File: config.mk
export PLATFORM = sky130hd
export DESIGN_NAME = csr_regfile
export DESIGN_NICKNAME = d
export VERILOG_FILES = /design/src/rtl/csr_regfile.sv
export SDC_FILE = /design/constraint.sdc
export NUM_CORES = 1
export LEC_CHECK = 0
export ABC_AREA = 1
export BUFFER_PORTS_ARGS = -buffer_cell sky130_fd_sc_hd__buf_4
export CAP_MARGIN = 20
export CELL_PAD_IN_SITES_DETAIL_PLACEMENT = 1
export CELL_PAD_IN_SITES_GLOBAL_PLACEMENT = 2
export CORE_MARGIN = 5
export CORE_UTILIZATION = 35
export DETAILED_ROUTE_END_ITERATION = 6
export PLACE_DENSITY_LB_ADDON = 0.1
export SYNTH_ARGS = -nofsm -noshare
export SYNTH_HDL_FRONTEND = slang
export SYNTH_SLANG_ARGS = --single-unit
File: constraint.sdc
create_clock -name clk -period 8.8 [get_ports clk]
set_clock_uncertainty 0.05 [all_clocks]
set_input_delay 0.44 -clock clk [delete_from_list [all_inputs] [get_ports clk]]
set_output_delay 0.44 -clock clk [all_outputs]
set_load 0.05 [all_outputs]
File: src/rtl/csr_regfile.sv
`default_nettype none
// ============================================================================
//  Module   : csr_regfile
//  Purpose  : LoongArch control/status register file. Absorbs writeback-stage
//             exception/ertn commits, serves csrrd/csrwr/csrxchg accesses,
//             raises the interrupt-pending flag and hosts the constant timer.
//  Revision : 1.0 - initial release
// ============================================================================
module csr_regfile #(
    parameter int          TIMER_W = 32,
    parameter logic [31:0] TID_RST = 32'h0
) (
    input  logic        clk,
    input  logic        resetn,
    input  logic        csr_re,
    input  logic [13:0] csr_num,
    output logic [31:0] csr_rvalue,
    input  logic        csr_we,
    input  logic [31:0] csr_wmask,
    input  logic [31:0] csr_wvalue,
    input  logic        wb_ex,
    input  logic [5:0]  wb_ecode,
    input  logic [8:0]  wb_esubcode,
    input  logic [31:0] wb_pc,
    input  logic [31:0] wb_vaddr,
    input  logic        ertn_flush,
    input  logic [7:0]  hw_int_in,
    input  logic        ipi_int_in,
    output logic [31:0] ex_entry,
    output logic [31:0] ertn_entry,
    output logic        has_int
);

    localparam logic [13:0] c_crmd   = 14'h000;
    localparam logic [13:0] c_prmd   = 14'h001;
    localparam logic [13:0] c_ecfg   = 14'h004;
    localparam logic [13:0] c_estat  = 14'h005;
    localparam logic [13:0] c_era    = 14'h006;
    localparam logic [13:0] c_badv   = 14'h007;
    localparam logic [13:0] c_eentry = 14'h00C;
    localparam logic [13:0] c_save0  = 14'h030;
    localparam logic [13:0] c_save1  = 14'h031;
    localparam logic [13:0] c_save2  = 14'h032;
    localparam logic [13:0] c_save3  = 14'h033;
    localparam logic [13:0] c_tid    = 14'h040;
    localparam logic [13:0] c_tcfg   = 14'h041;
    localparam logic [13:0] c_tval   = 14'h042;
    localparam logic [13:0] c_ticlr  = 14'h044;

    localparam logic [5:0]  c_ecode_adef = 6'h08;
    localparam logic [5:0]  c_ecode_ale  = 6'h09;

    logic [1:0]          r_crmd_plv;
    logic                r_crmd_ie;
    logic                r_crmd_da;
    logic                r_crmd_pg;
    logic [1:0]          r_crmd_datf;
    logic [1:0]          r_crmd_datm;
    logic [1:0]          r_prmd_pplv;
    logic                r_prmd_pie;
    logic [11:0]         r_ecfg_lie;      // {LIE[12:11], LIE[9:0]}
    logic [1:0]          r_is_sw;
    logic [7:0]          r_is_hw;
    logic                r_is_ti;
    logic                r_is_ipi;
    logic [5:0]          r_ecode;
    logic [8:0]          r_esubcode;
    logic [31:0]         r_era;
    logic [31:0]         r_badv;
    logic [25:0]         r_eentry_va;
    logic [31:0]         r_save [4];
    logic [31:0]         r_tid;
    logic                r_tcfg_en;
    logic                r_tcfg_periodic;
    logic [TIMER_W-3:0]  r_tcfg_initval;
    logic [TIMER_W-1:0]  r_timer;

    logic [12:0]         w_is;
    logic [12:0]         w_lie;
    logic [31:0]         w_tcfg;
    logic [31:0]         w_tval;
    logic [31:0]         w_wdata;
    logic                w_wr;
    logic                w_tcfg_load;
    logic                w_timer_fire;
    logic                w_ticlr;
    logic                w_unused;

    assign w_unused = csr_re;

    assign w_is  = {r_is_ipi, r_is_ti, 1'b0, r_is_hw, r_is_sw};
    assign w_lie = {r_ecfg_lie[11:10], 1'b0, r_ecfg_lie[9:0]};

    // Zero-extend the timer-width fields into 32-bit read views
    always_comb begin
        w_tcfg                = '0;
        w_tcfg[TIMER_W-1:2]   = r_tcfg_initval;
        w_tcfg[1]             = r_tcfg_periodic;
        w_tcfg[0]             = r_tcfg_en;
        w_tval                = '0;
        w_tval[TIMER_W-1:0]   = r_timer;
    end

    // Combinational read mux; unknown addresses and reserved bits read 0
    always_comb begin
        csr_rvalue = '0;
        case (csr_num)
            c_crmd:   csr_rvalue = {23'b0, r_crmd_datm, r_crmd_datf, r_crmd_pg,
                                    r_crmd_da, r_crmd_ie, r_crmd_plv};
            c_prmd:   csr_rvalue = {29'b0, r_prmd_pie, r_prmd_pplv};
            c_ecfg:   csr_rvalue = {19'b0, w_lie};
            c_estat:  csr_rvalue = {1'b0, r_esubcode, r_ecode, 3'b0, w_is};
            c_era:    csr_rvalue = r_era;
            c_badv:   csr_rvalue = r_badv;
            c_eentry: csr_rvalue = {r_eentry_va, 6'b0};
            c_save0:  csr_rvalue = r_save[0];
            c_save1:  csr_rvalue = r_save[1];
            c_save2:  csr_rvalue = r_save[2];
            c_save3:  csr_rvalue = r_save[3];
            c_tid:    csr_rvalue = r_tid;
            c_tcfg:   csr_rvalue = w_tcfg;
            c_tval:   csr_rvalue = w_tval;
            default:  csr_rvalue = '0;
        endcase
    end

    // The old value is the current read value, so masking merges against it;
    // exception and ertn commits take precedence over software writes.
    assign w_wdata      = (csr_rvalue & ~csr_wmask) | (csr_wvalue & csr_wmask);
    assign w_wr         = csr_we & ~wb_ex & ~ertn_flush;
    assign w_tcfg_load  = w_wr && (csr_num == c_tcfg) && w_wdata[0];
    assign w_timer_fire = !w_tcfg_load && r_tcfg_en && (r_timer == '0);
    assign w_ticlr      = w_wr && (csr_num == c_ticlr) && w_wdata[0];

    // CRMD/PRMD: exception entry saves and clears, ertn restores
    always_ff @(posedge clk) begin
        if (!resetn) begin
            r_crmd_plv  <= 2'b0;
            r_crmd_ie   <= 1'b0;
            r_crmd_da   <= 1'b1;
            r_crmd_pg   <= 1'b0;
            r_crmd_datf <= 2'b0;
            r_crmd_datm <= 2'b0;
            r_prmd_pplv <= 2'b0;
            r_prmd_pie  <= 1'b0;
        end else if (wb_ex) begin
            r_prmd_pplv <= r_crmd_plv;
            r_prmd_pie  <= r_crmd_ie;
            r_crmd_plv  <= 2'b0;
            r_crmd_ie   <= 1'b0;
        end else if (ertn_flush) begin
            r_crmd_plv  <= r_prmd_pplv;
            r_crmd_ie   <= r_prmd_pie;
        end else if (w_wr && csr_num == c_crmd) begin
            r_crmd_plv  <= w_wdata[1:0];
            r_crmd_ie   <= w_wdata[2];
            r_crmd_da   <= w_wdata[3];
            r_crmd_pg   <= w_wdata[4];
            r_crmd_datf <= w_wdata[6:5];
            r_crmd_datm <= w_wdata[8:7];
        end else if (w_wr && csr_num == c_prmd) begin
            r_prmd_pplv <= w_wdata[1:0];
            r_prmd_pie  <= w_wdata[2];
        end
    end

    // Exception record (ESTAT code fields, ERA, BADV) and plain storage CSRs
    always_ff @(posedge clk) begin
        if (!resetn) begin
            r_ecode     <= 6'b0;
            r_esubcode  <= 9'b0;
            r_era       <= 32'b0;
            r_badv      <= 32'b0;
            r_ecfg_lie  <= 12'b0;
            r_is_sw     <= 2'b0;
            r_eentry_va <= 26'b0;
            r_tid       <= TID_RST;
            for (int i = 0; i < 4; i++) r_save[i] <= 32'b0;
        end else if (wb_ex) begin
            r_ecode    <= wb_ecode;
            r_esubcode <= wb_esubcode;
            r_era      <= wb_pc;
            if (wb_ecode == c_ecode_adef && wb_esubcode == 9'b0)
                r_badv <= wb_pc;
            else if (wb_ecode == c_ecode_ale)
                r_badv <= wb_vaddr;
        end else if (w_wr) begin
            case (csr_num)
                c_ecfg:   r_ecfg_lie  <= {w_wdata[12:11], w_wdata[9:0]};
                c_estat:  r_is_sw     <= w_wdata[1:0];
                c_era:    r_era       <= w_wdata;
                c_badv:   r_badv      <= w_wdata;
                c_eentry: r_eentry_va <= w_wdata[31:6];
                c_save0:  r_save[0]   <= w_wdata;
                c_save1:  r_save[1]   <= w_wdata;
                c_save2:  r_save[2]   <= w_wdata;
                c_save3:  r_save[3]   <= w_wdata;
                c_tid:    r_tid       <= w_wdata;
                default:  ;
            endcase
        end
    end

    // Interrupt lines sampled every cycle; timer interrupt set beats TICLR
    always_ff @(posedge clk) begin
        if (!resetn) begin
            r_is_hw  <= 8'b0;
            r_is_ipi <= 1'b0;
            r_is_ti  <= 1'b0;
        end else begin
            r_is_hw  <= hw_int_in;
            r_is_ipi <= ipi_int_in;
            if (w_timer_fire)
                r_is_ti <= 1'b1;
            else if (w_ticlr)
                r_is_ti <= 1'b0;
        end
    end

    // Timer config and counter: load on enabling write, else count down
    always_ff @(posedge clk) begin
        if (!resetn) begin
            r_tcfg_en       <= 1'b0;
            r_tcfg_periodic <= 1'b0;
            r_tcfg_initval  <= '0;
            r_timer         <= '1;
        end else begin
            if (w_wr && csr_num == c_tcfg) begin
                r_tcfg_en       <= w_wdata[0];
                r_tcfg_periodic <= w_wdata[1];
                r_tcfg_initval  <= w_wdata[TIMER_W-1:2];
            end
            if (w_tcfg_load)
                r_timer <= {w_wdata[TIMER_W-1:2], 2'b00};
            else if (r_tcfg_en && !(&r_timer)) begin
                if (r_timer == '0 && r_tcfg_periodic)
                    r_timer <= {r_tcfg_initval, 2'b00};
                else
                    r_timer <= r_timer - TIMER_W'(1);
            end
        end
    end

    assign has_int    = r_crmd_ie & (|(w_is & w_lie));
    assign ex_entry   = {r_eentry_va, 6'b0};
    assign ertn_entry = r_era;

endmodule
`default_nettype wire

* Word level (Yosys, flattened, before mapping)
Memory sizes are Yosys's and may differ from the RTL's.
Cells that the tools add are included.
** Storage, ports and cells
- Output and inout port bits :: 97
- Logic and storage cells :: 144
- RAM bits :: 128
- Memories :: 1
- Register bits after elaboration :: 237
- Input bits :: 172
** Memory list
- r_save :: words 4, bits a word 32, read ports 4, clocked after memory_dff 0, write ports 4, line 71 : logic [31:0] r_save [4];
** Operators by class
- Bitwise logic cells :: 15
- Eq/ne operators :: 19
- $add $sub $neg :: 1
- Multiplexer cells :: 51
- Reductions and logical operators :: 34
** Operators by type and width (number)
- 32-bit two-way mux :: 15
- 32-bit one-hot mux with 14 select lines :: 1
- 32-bit bitwise AND :: 2
- 14-bit by 3-bit == test with 1-bit output, second input constant :: 4
- 14-bit by 6-bit == test with 1-bit output, second input constant :: 4
- 14-bit by 7-bit == test with 1-bit output, second input constant :: 4
- 32-bit zero test :: 1
- 32-bit inverter :: 1
- 32-bit bitwise OR :: 1
- 32-bit AND reduction :: 1
- 32-bit by 1-bit subtractor with 32-bit output, second input constant :: 1
- 1-bit two-way mux :: 29
- 3-bit AND reduction :: 7
- 14-bit by 1-bit == test with 1-bit output, second input constant :: 1
- 14-bit by 4-bit == test with 1-bit output, second input constant :: 1
- 14-bit zero test :: 1
- 2-bit nonzero test :: 7
- 13-bit bitwise AND :: 1
- 13-bit OR reduction :: 1
- 6-bit by 4-bit == test with 1-bit output, second input constant :: 2
- 2-bit two-way mux :: 6
- 1-bit logical AND :: 11
- 9-bit zero test :: 1
- 2-bit inequality test, second input constant :: 2
- 7 further kinds :: 15

* Longest topological paths before layout
Gate-level depths: netlist of run 1.
- Depth in word-level cells :: 9
- Gate-level depth with buffers :: 17
- Mapped depth without buffers :: 16

* Worst setup path after synthesis of run 1
OpenSTA, ideal clock, no wires.
- Path kind :: input -> register
- Start :: input port csr_num[11]
- End :: memory r_save[1][0] (enable)
- Path buffers :: 1
- Stages on the path :: 6
- Path slack :: 4.875 ns
- Arrival time :: 3.409 ns
- Data required time :: 8.284 ns
- Cell sequence :: nor2_1 nand2_1 nor2_8 buf_6 nand2_1 o21ai_0
** RTL lines
- start, declared :: line 16 : input logic [13:0] csr_num,
- end, declared :: line 71

* Final worst setup path of run 1
- Start :: input port csr_num[13]
- End :: output port csr_rvalue[22]
** Between the ends
- Cells in the longest elaborated chain, start to end :: 2
- Elaborated cells between the ends (all ways) :: 15
- Those cells by class :: eq/ne: 13; mux: 1; reduce/logical: 1
** RTL lines
- 14-bit by 7-bit == test with 1-bit output (tied with other cells) :: line 107 : case (csr_num)
- 32-bit one-hot mux with 14 select lines (*) :: line 107
- end, declared :: line 17 : output logic [31:0] csr_rvalue,
Every way passes the cells marked *; elsewhere a longest branch is shown, timed or not.

==> impl_metrics.toml, run 1 <==
[outcome]
status = "complete, no violations"

[critical_path]
reg2reg_to = "r_timer[22]"
path_cells = "buf_4 > nor2_1 > nand2_1 > nor2_8 > buf_4 > nand2_1 > inv_2 > nand2_1 > nand2_1 > nor2_1 > nand3_1 > buf_4"
setup.worst_path.class = "input port to primary output"
cp_slowest_stage_delay_ps = 700
crit_top_cell = "nand2_1"
rrSetupSlack_ps = 5400
worstPathRequired_ps = 8310
critPathCaptureType = "primary output"
ff2ff_path_depth = 10
r2r_start = "r_timer[0]"
worstPathArrival_ps = 4120
cp_max_fo = 51
worstSetupStartpointType = "input port"
slowest_stage = "inv_2"

[synth]
synth-adder-area-share_pct = 0.185
syn_inst = 2868
synth-xor-area-share_pct = 0.779
syn_area_um2 = 20200
synth_compound_area_share_pct = 13.8
avgSynthCellArea_um2 = 7.06
synth_cell_types = 48
synthFlopType = "dfxtp_1"
synth_enable_flop_cells = 128
synth_area_leaders = "dfxtp_1, edfxtp_1, nand2_1"
synth_mux_area_share_pct = 0
yosys.area_share.simple_pct = 32.3
synth.top_cell.area_share_pct = 23.4
synth_seq_area_share_pct = 42.4
yosys_warnings = 0
synth_top_cell_by_area = "dfxtp_1"
ys_ff_latch = 365
ys_async_sr_fraction_pct = 0
synth_top_family_by_area = "simple AND/OR/NAND/NOR gates"

[sta]
rsz0062_at_grt = "false"
setup_viol = 0
hold_viol_final = 0
tightest_slew_ps = 1110
setup-tns-final_ps = 0
fmax_ghz = 0.217
finalCritPeriodShare_pct = 52.3
finalMaxSlewViolations = 0
period_minus_slack_ps = 4610
relSlewSlack_pct = 25.8

[grt]
grt_pass1_wl_um = 142000
grt_pass1_vias = 21200
antenna_found_initial = 0
grt_use_total_pct = 29.8
grt_overflow_total = 0
grt_start_max_net_pins = 86

[finish]
nFillCells = 7153
final_cells = 3866
multi_input_area_um2 = 9660
seq_area_um2 = 8590
finalNetCount = 3236
area.growth.synth_to_final_pct = 20.2
layout-drive-gt1-share_pct = 16.8
final_core_util_pct = 42.3

[min_path]
hold_path.class = "input port to flip-flop"
min_to = "r_ecode[4]"
whs_path_depth = 3
hold_start = "wb_ecode[4]"

[route]
drt_iter0_drc = 2038
routed_wirelength_um = 97500
routed_wire_length_per_instance_um = 25.2
dr.pass1.iters = 5
ant_nets = 0
drc_errors = 0
viasPerCell = 5.56
routed-via-count = 21500

[die]
rows = 88
die_width_um = 250
boundaryPins = 269
die_area_um2 = 62700
die_h_um = 250
core-area_um2 = 57500
start_util_pct = 35.2

[placed_design]
place_congestion = 0.908
dp_cells = 3770
port_buffers = 261
hpwl_um = 69700

[cts]
htreeDepth = 2
cts.sinks = 365
worstSkewPairLatency_ps = 590
cts_root_buffer = "clkbuf_16"
cts_resized = 0
cts_tree = "built"
numCtsBuffers = 46
cts_buffer_depth = 3
clk_pin_slew_ps = 60

[run]
maxCapViolations = 0

[power_and_ir_drop]
p_leak_nw = 11.1
power_density_nw_per_um2 = 170
ir_drop_mv = 0.120
power.total_mw = 4.13
==> layout make-up <==
type	count	share of cell area (%)
Multi-Input combinational cell	1996	39.7
Sequential cell	365	35.3
Timing Repair Buffer	300	9.35
Clock buffer	65	5.53
Inverter	352	5.44
Tap cell	765	3.93
Clock inverter	21	0.730
Antenna cell	2	0.0206
==> synthesized netlist by cell type (2+ instances only) <==
library cell  number
clkbuf_1          87
o211ai_1          66
o21ai_1            6
nand3_1          300
nand3b_1           5
or2_2             56
nor2_4             5
dfxtp_1          237
xnor2_1            4
edfxtp_1         128
o22ai_1           14
clkbuf_2           2
a2111o_1           2
a31oi_1            5
nand2_1          588
buf_1              7
nor2_2            14
nor3_1            17
a22o_1             3
ha_1               3
nand3_2            4
buf_4             18
buf_2             36
o2111a_1           2
buf_6              9
o2111ai_1          3
a221oi_1           4
nor3b_1            7
nand2_4            2
o21a_1             5
nand2_2           35
o21ai_0          201
a21oi_1          191
xor2_1            14
a211oi_1           3
nor2_1           342
inv_2             24
clkinv_1           3
inv_1            324
nor4_1             3
nand4_1           82
==> power by group <==
| part | internal [mW] | total [mW] | switching, mW |
|---|---|---|---|
| sequential | 1.80 | 1.83 | 0.0280 |
| clock | 1.15 | 1.94 | 0.790 |
| combinational | 0.114 | 0.359 | 0.246 |
| total | 3.06 | 4.13 | 1.06 |
==> per-stage QoR <==
step	cell area, um^2	worst slack [ps]	hold WS, ps
2_1_floorplan	20300	4880	399
3_3_place_gp	22700	4090	415
3_5_place_dp	22700	3920	436
4_1_cts	24300	4200	34.1
5_1_grt	24300	4050	49.9
6_report	24300	4190	66.6
==> worst max path at each step <==
stage	from	end	slack (ps)	depth (start not counted)
2_1_floorplan	csr_num[11]	r_save[1][0]	4880	6
6_report	csr_num[13]	csr_rvalue[22]	4190	12
4_1_cts	csr_num[11]	csr_rvalue[9]	4200	12
3_5_place_dp	csr_num[11]	r_timer[31]	3920	12
3_3_place_gp	csr_num[11]	r_timer[31]	4090	12
5_1_grt	csr_num[11]	csr_rvalue[22]	4050	12
==> placed cells by master, fill, tap and decap left out, types with 14 or more instances in the layout <==
master	count
nand2_2	37
edfxtp_1	128
a21oi_1	191
nand3_1	297
or2_2	56
buf_4	291
inv_2	26
nand2_1	586
o21ai_0	197
o211ai_1	66
nor2_2	15
inv_1	323
clkbuf_16	49
xor2_1	14
nor2_1	338
nor3_1	17
nand4_1	82
o22ai_1	14
dfxtp_1	237
==> metal layers <==
layer	global-route usage [%]	part of all wire (%)
met1	44.5	47
met2	45.5	43
met3	5.34	8.0
met4	5.63	1.9
met5	0	0
==> logic make-up after synthesis <==
kind of cell | Yosys count
buf+inv | 512
simple gates | 1464
flops | 365
compound gates | 505
other cells | 1
xor+xnor | 18
fa+ha+maj | 3
==> flip-flops by register name (all words and copies together), names as in the netlist, 9 cells and up <==
name	cells
r_save	128
ertn_entry	32
r_tcfg_initval	30
r_badv	32
r_ecfg_lie	12
r_timer	32
r_esubcode	9
r_eentry_va	26
r_tid	32
==> timing repair <==
action / CTS / global route
hold endpoints to repair: 8 / 0
buffers inserted: 0 / 0
hold buffers: 8 / 0
==> critical path: cells and delay by family <==
kind / cells / cell delay (ps)
simple gates: 8 / 1920
buf+inv: 4 / 1660
Note: power is estimated with default switching activity, not from simulation.
==> run 2: changes to the inputs <==
--- a/config.mk
+++ b/config.mk
@@ -11,7 +11,7 @@
 export CELL_PAD_IN_SITES_DETAIL_PLACEMENT = 1
 export CELL_PAD_IN_SITES_GLOBAL_PLACEMENT = 2
 export CORE_MARGIN = 5
-export CORE_UTILIZATION = 35
+export CORE_UTILIZATION = 33
 export DETAILED_ROUTE_END_ITERATION = 6
 export PLACE_DENSITY_LB_ADDON = 0.1
 export SYNTH_ARGS = -nofsm -noshare
==> constraint.sdc (replaced) <==
create_clock -name clk -period 4.8 [get_ports clk]
set_clock_uncertainty 0.05 [all_clocks]
set_input_delay 0.24 -clock clk [delete_from_list [all_inputs] [get_ports clk]]
set_output_delay 0.24 -clock clk [all_outputs]
set_load 0.05 [all_outputs]
==> run 2 against run 1 <==
Net effect:
- core utilization is 1.0 points lower
- clock power is 90% higher
- highest routed layer unchanged
- critical path type unchanged
- critical path depth is 1 lower
==> impl_metrics.toml, run 2 (same netlist as run 1, synthesis figures left out) <==
[finish]
largest_register_ff_count = 128
final_cells = 3946
n_antenna_cell = 0
nFillCells = 7519
mostFrequentLayoutCells = "nand2_1, nor2_1, inv_1"
regMostFlops = "r_save"
area.growth.synth_to_final_pct = 23.7
layout-drive-gt1-share_pct = 16.9
finalNetCount = 3305
layout_commonest_cell = "nand2_1"

[cts]
clk_pin_slew_ps = 60
cts_tree = "built"
cts_resized = 0
cts.sinks = 365
cts_buffer_depth = 3
post_cts_buffers = 0
worstSkewPairLatency_ps = 580
cts_root_buffer = "clkbuf_16"
numCtsBuffers = 45
htreeDepth = 2

[critical_path]
rrSetupSlack_ps = 1530
worstPathRequired_ps = 4510
critPathCaptureType = "primary output"
worstSetupStartpointType = "input port"
cp_max_fo = 26
r2r_start = "r_timer[0]"
ff2ff_path_depth = 10
worstPathArrival_ps = 3080
reg2reg_to = "r_timer[16]"
setup.worst_path.class = "input port to primary output"

[route]
viasPerCell = 5.46
ant_nets = 0
routed_wirelength_um = 98400
dr.pass1.iters = 5
drt_iter0_drc = 2045
routed_wire_length_per_instance_um = 24.9
drc_errors = 0
routed-via-count = 21500

[power_and_ir_drop]
ir_drop_mv = 0.217
p_leak_nw = 11.4
power_density_nw_per_um2 = 309

[placed_design]
port_buffers = 261
hpwl_um = 70800
place_congestion = 0.925
dp_cells = 3804

[sta]
tightest_slew_ps = 947
setup_viol = 0
setup-tns-final_ps = 0
fmax_ghz = 0.297
hold_viol_final = 0
finalCritPeriodShare_pct = 70.2
finalMaxSlewViolations = 0
rsz0062_at_grt = "false"
period_minus_slack_ps = 3370
relSlewSlack_pct = 36.4

[grt]
grt_use_total_pct = 28.4
grt_overflow_total = 0
grt_start_max_net_pins = 71
grt_pass1_wl_um = 143000
antenna_found_initial = 1
grt_pass1_vias = 21100

[die]
rows = 90
start_util_pct = 33.4
core-area_um2 = 60600
die_h_um = 258
die_area_um2 = 66400
boundaryPins = 269
die_width_um = 258

[min_path]
whs_path_depth = 5
hold_path.class = "input port to flip-flop"
min_to = "r_badv[31]"
hold_start = "wb_vaddr[31]"

[outcome]
status = "complete, no violations"

[run]
maxCapViolations = 0
run 2: changes by cell type in the layout (fill, tap and decap cells not counted), moves of 3 or more:
cell	before	now
dlygate4sd3_1	8	60
buf_4	291	307
clkinv_1	9	2
bufinv_16	3	7
clkbuf_16	49	46
nand3_1	297	300
run 2: per-stage QoR:
stage	hold slack [ps]	utilization, %	power [mW]	setup WS, ps	area (um^2)
6_report	15.0	41.3	7.74	1430	25000
5_1_grt	29.6	41.3	7.98	1330	25000
4_1_cts	1.80	41.3	7.78	1500	25000
3_5_place_dp	377	37.7	4.06	1430	22900
3_3_place_gp	371	37.7	4.04	1480	22900
2_1_floorplan	288	-	3.74	1080	20300
run 2: layout make-up:
| type | count | area (um^2) | share of cell area (%) |
|---|---|---|---|
| multi-input combinational | 1996 | 9630 | 38.4 |
| timing repair buffer | 370 | 2960 | 11.8 |
| tap | 782 | 978 | 3.91 |
| clock inverter | 17 | 278 | 1.11 |
| sequential | 365 | 8590 | 34.3 |
| clock buffer | 64 | 1290 | 5.15 |
| inverter | 352 | 1320 | 5.28 |
run 2: timing repair:
| item | 4_1_cts | 5_1_grt |
|---|---|---|
| hold buffers | 60 | 0 |
| setup endpoints to repair | 0 | 0 |
| endpoints found under the hold margin | 59 | 0 |
run 2: how the worst max path moves through the flow:
| stage | from | to | slack (ps) | depth (start not counted) |
|---|---|---|---|---|
| final | csr_num[11] | csr_rvalue[19] | 1430 | 11 |
| after global routing | csr_num[11] | csr_rvalue[19] | 1330 | 11 |
| after CTS | r_timer[0] | r_timer[16] | 1500 | 10 |
| after detailed placement | csr_num[11] | r_eentry_va[23] | 1430 | 14 |
| after global placement | csr_num[11] | r_timer[3] | 1480 | 14 |
| after floorplan | csr_num[11] | r_save[1][0] | 1080 | 6 |
run 2: metal layers:
layer	global-route usage, %	vias up	share of wire, %	routed length (um)
met3	4.75	103	7.6	7440
met2	43.6	762	43	42500
met1	42.1	10700	47	46400
li1	-	9969	-	-
met4	5.87	0	2.1	2070
met5	0	-	0	0
run 2: critical path, cell delays in order:
cell and delay, ps:
buf_4 110, nor2_1 130, nand2_1 140, nor2_8 480
nand2_1 520, inv_2 480, nand2_1 90, o21ai_0 190
nor2_1 220, nand3_1 210, buf_4 230
run 2: report_power, final:
part	switching, mW	total (mW)	internal, mW
Sequential	0.0514	3.35	3.30
Combinational	0.455	0.694	0.238
Clock	1.45	3.69	2.25
Total	1.96	7.74	5.78
==> run 3: changes to the inputs <==
--- a/config.mk
+++ b/config.mk
@@ -5,13 +5,13 @@
 export SDC_FILE = /design/constraint.sdc
 export NUM_CORES = 1
 export LEC_CHECK = 0
-export ABC_AREA = 1
+export ABC_AREA = 0
 export BUFFER_PORTS_ARGS = -buffer_cell sky130_fd_sc_hd__buf_4
 export CAP_MARGIN = 20
 export CELL_PAD_IN_SITES_DETAIL_PLACEMENT = 1
 export CELL_PAD_IN_SITES_GLOBAL_PLACEMENT = 2
 export CORE_MARGIN = 5
-export CORE_UTILIZATION = 33
+export CORE_UTILIZATION = 36
 export DETAILED_ROUTE_END_ITERATION = 6
 export PLACE_DENSITY_LB_ADDON = 0.1
 export SYNTH_ARGS = -nofsm -noshare
==> constraint.sdc (replaced) <==
create_clock -name clk -period 3.25 [get_ports clk]
set_clock_uncertainty 0.05 [all_clocks]
set_input_delay 0.1625 -clock clk [delete_from_list [all_inputs] [get_ports clk]]
set_output_delay 0.1625 -clock clk [all_outputs]
set_load 0.05 [all_outputs]
==> run 3 against run 2 <==
Net effect:
- wire length rose by 6.2%
- final area rose by 2.4%
- synthesized cell count fell by 24%
- largest power group unchanged
==> impl_metrics.toml, run 3 <==
[sta]
tightest_slew_ps = 784
hold_viol_final = 0
finalMaxSlewViolations = 0
relSlewSlack_pct = 47.7
rsz0062_at_grt = "false"
fmax_ghz = 0.332
finalCritPeriodShare_pct = 92.8
period_minus_slack_ps = 3020
holdWs_ps = 19.2
setup_viol = 0

[finish]
largest_register_ff_count = 128
post-route-cell-area_um2 = 25600
regMostFlops = "r_save"
layout-drive-gt1-share_pct = 23.4
nFillCells = 6017
final_core_util_pct = 48.5
layout_commonest_cell = "buf_4"
finalNetCount = 2764
final_cells = 3315
area.growth.synth_to_final_pct = 32.8
mostFrequentLayoutCells = "buf_4, nand2_1, dfxtp_1"

[cts]
numCtsBuffers = 45
cts_tree = "built"
htreeDepth = 2
cts_resized = 0
clk_pin_slew_ps = 60
cts_buffer_depth = 3
cts_root_buffer = "clkbuf_16"
cts.sinks = 365
worstSkewPairLatency_ps = 620

[critical_path]
critPathCaptureType = "primary output"
worstPathRequired_ps = 3040
worstPathArrival_ps = 2800
cp_max_fo = 3
rrSetupSlack_ps = 280
worstSetupStartpointType = "flip-flop"
setup.worst_path.class = "flip-flop to primary output"
r2r_start = "r_crmd_plv[0]"
reg2reg_to = "r_tcfg_en"
ff2ff_path_depth = 7

[synth]
syn_inst = 2170
synth_seq_area_share_pct = 44.5
synth_most_common_cell = "nand2_1"
synth.top_cell.area_share_pct = 24.6
synthFlopType = "dfxtp_1"
avgSynthCellArea_um2 = 8.89
synth_top_cell_by_area = "dfxtp_1"
synth_enable_flop_cells = 128
netlist_top_cells_count = "nand2_1, dfxtp_1, nor2_1, a21oi_1, edfxtp_1"
syn_area_um2 = 19300
synth_area_leaders = "dfxtp_1, edfxtp_1, nand2_1"
yosys_warnings = 0
ys_ff_latch = 365
synth_cell_types = 97
ys_async_sr_fraction_pct = 0

[grt]
antenna_found_initial = 4
grt_pass1_vias = 20500
grt_overflow_total = 0
grt_pass1_wl_um = 148000
grt_use_total_pct = 34.1
grt_start_max_net_pins = 96

[min_path]
hold_start = "csr_wmask[8]"
whs_path_depth = 4
hold_path.class = "input port to flip-flop"
min_to = "r_save[2][8]"

[power_and_ir_drop]
ir_drop_mv = 0.366
p_leak_nw = 9.78
power.total_mw = 11.5
power_density_nw_per_um2 = 449

[route]
drc_errors = 0
ant_nets = 0
drt_iter0_drc = 1944
dr.pass1.iters = 5
routed-via-count = 20500
viasPerCell = 6.19
routed_wire_length_per_instance_um = 31.5
routed_wirelength_um = 104000

[run]
maxCapViolations = 0

[die]
die_area_um2 = 58300
die_width_um = 242
core-area_um2 = 52900
boundaryPins = 269
start_util_pct = 36.5
die_h_um = 242
rows = 84

[placed_design]
place_congestion = 0.936
port_buffers = 261
hpwl_um = 76400
placed_cell_area_um2 = 23200
dp_cells = 3140

[outcome]
status = "complete, no violations"
==> run 3: cell count changes after synthesis, moves of 89 or more <==
cell / previous run / this run
nand3_1: 300 / 78
nand2_1: 588 / 296
nor2_1: 342 / 234
o21ai_0: 201 / 89
inv_1: 324 / 30
mux2i_1: 0 / 89
==> run 3: area by class of cell <==
cell class                      count  area [um^2]  area share [%]
Antenna cell                        1         2.50         0.00976
Clock buffer                       59         1260            4.92
Clock inverter                     25          249           0.971
Inverter                           31          119           0.464
Multi-Input combinational cell   1597         9890            38.6
Sequential cell                   365         8590            33.5
Tap cell                          688          861            3.36
Timing Repair Buffer              549         4660            18.2
==> run 3: repair_timing <==
| action | in CTS | in global routing |
|---|---|---|
| hold buffers | 90 | 0 |
| hold endpoints to repair | 105 | 0 |
| setup buffers | 0 | 0 |
==> run 3: critical path: stages, from the launching register on <==
cell,delay [ps]
dfxtp_1,470
or3b_2,480
a2111oi_0,640
a211o_1,240
nand2_1,60
nand2_1,110
buf_4,220
==> run 3: logic make-up (layout without fill, tap and decap cells) <==
kind of cell / Yosys count / after routing / share of synthesized area, %
fa+ha+maj: 3 / 3 / 0.195
other cells: 1 / 7 / 0.0194
flops: 365 / 365 / 44.5
mux: 117 / 117 / 6.45
buf+inv: 213 / 664 / 5.00
simple gates: 862 / 862 / 22.1
compound gates: 609 / 609 / 21.8
==> run 3: report_power, final <==
group | leakage, nW | switching, mW | internal, mW | total, mW
Sequential | 3.14 | 0.0957 | 4.85 | 4.94
Combinational | 5.90 | 0.781 | 0.495 | 1.28
Clock | 0.742 | 2.18 | 3.12 | 5.30
Total | 9.78 | 3.06 | 8.46 | 11.5
==> run 3: how the worst max path moves through the flow <==
stage / to / cells after the start / startpoint / slack (ps)
2_1_floorplan: r_save[1][0] / 5 / csr_num[9] / -850
3_3_place_gp: r_timer[16] / 11 / csr_num[0] / 50
3_5_place_dp: r_timer[16] / 11 / csr_num[0] / 90
4_1_cts: csr_rvalue[0] / 6 / r_crmd_plv[0] / 260
5_1_grt: csr_rvalue[3] / 6 / r_crmd_da / 210
6_report: csr_rvalue[0] / 6 / r_crmd_plv[0] / 230
==> run 3: per-layer routing <==
layer  part of all wire, %  routed length, um  vias up  GRT usage (%)
met4                   3.5               3630        4           10.8
li1                      -                  -     8872              -
met1                    42              44000    10400           46.6
met3                   8.9               9290      201           6.51
met2                    45              47500     1026           54.8
met5                 0.025                 26        -              0
==> run 3: per-stage QoR <==
step                setup TNS, ps  worst slack [ps]
global placement                0              54.4
finish                          0               234
floorplan                  -81620              -850
detailed placement              0              86.0
CTS                             0               261
global route                    0               213
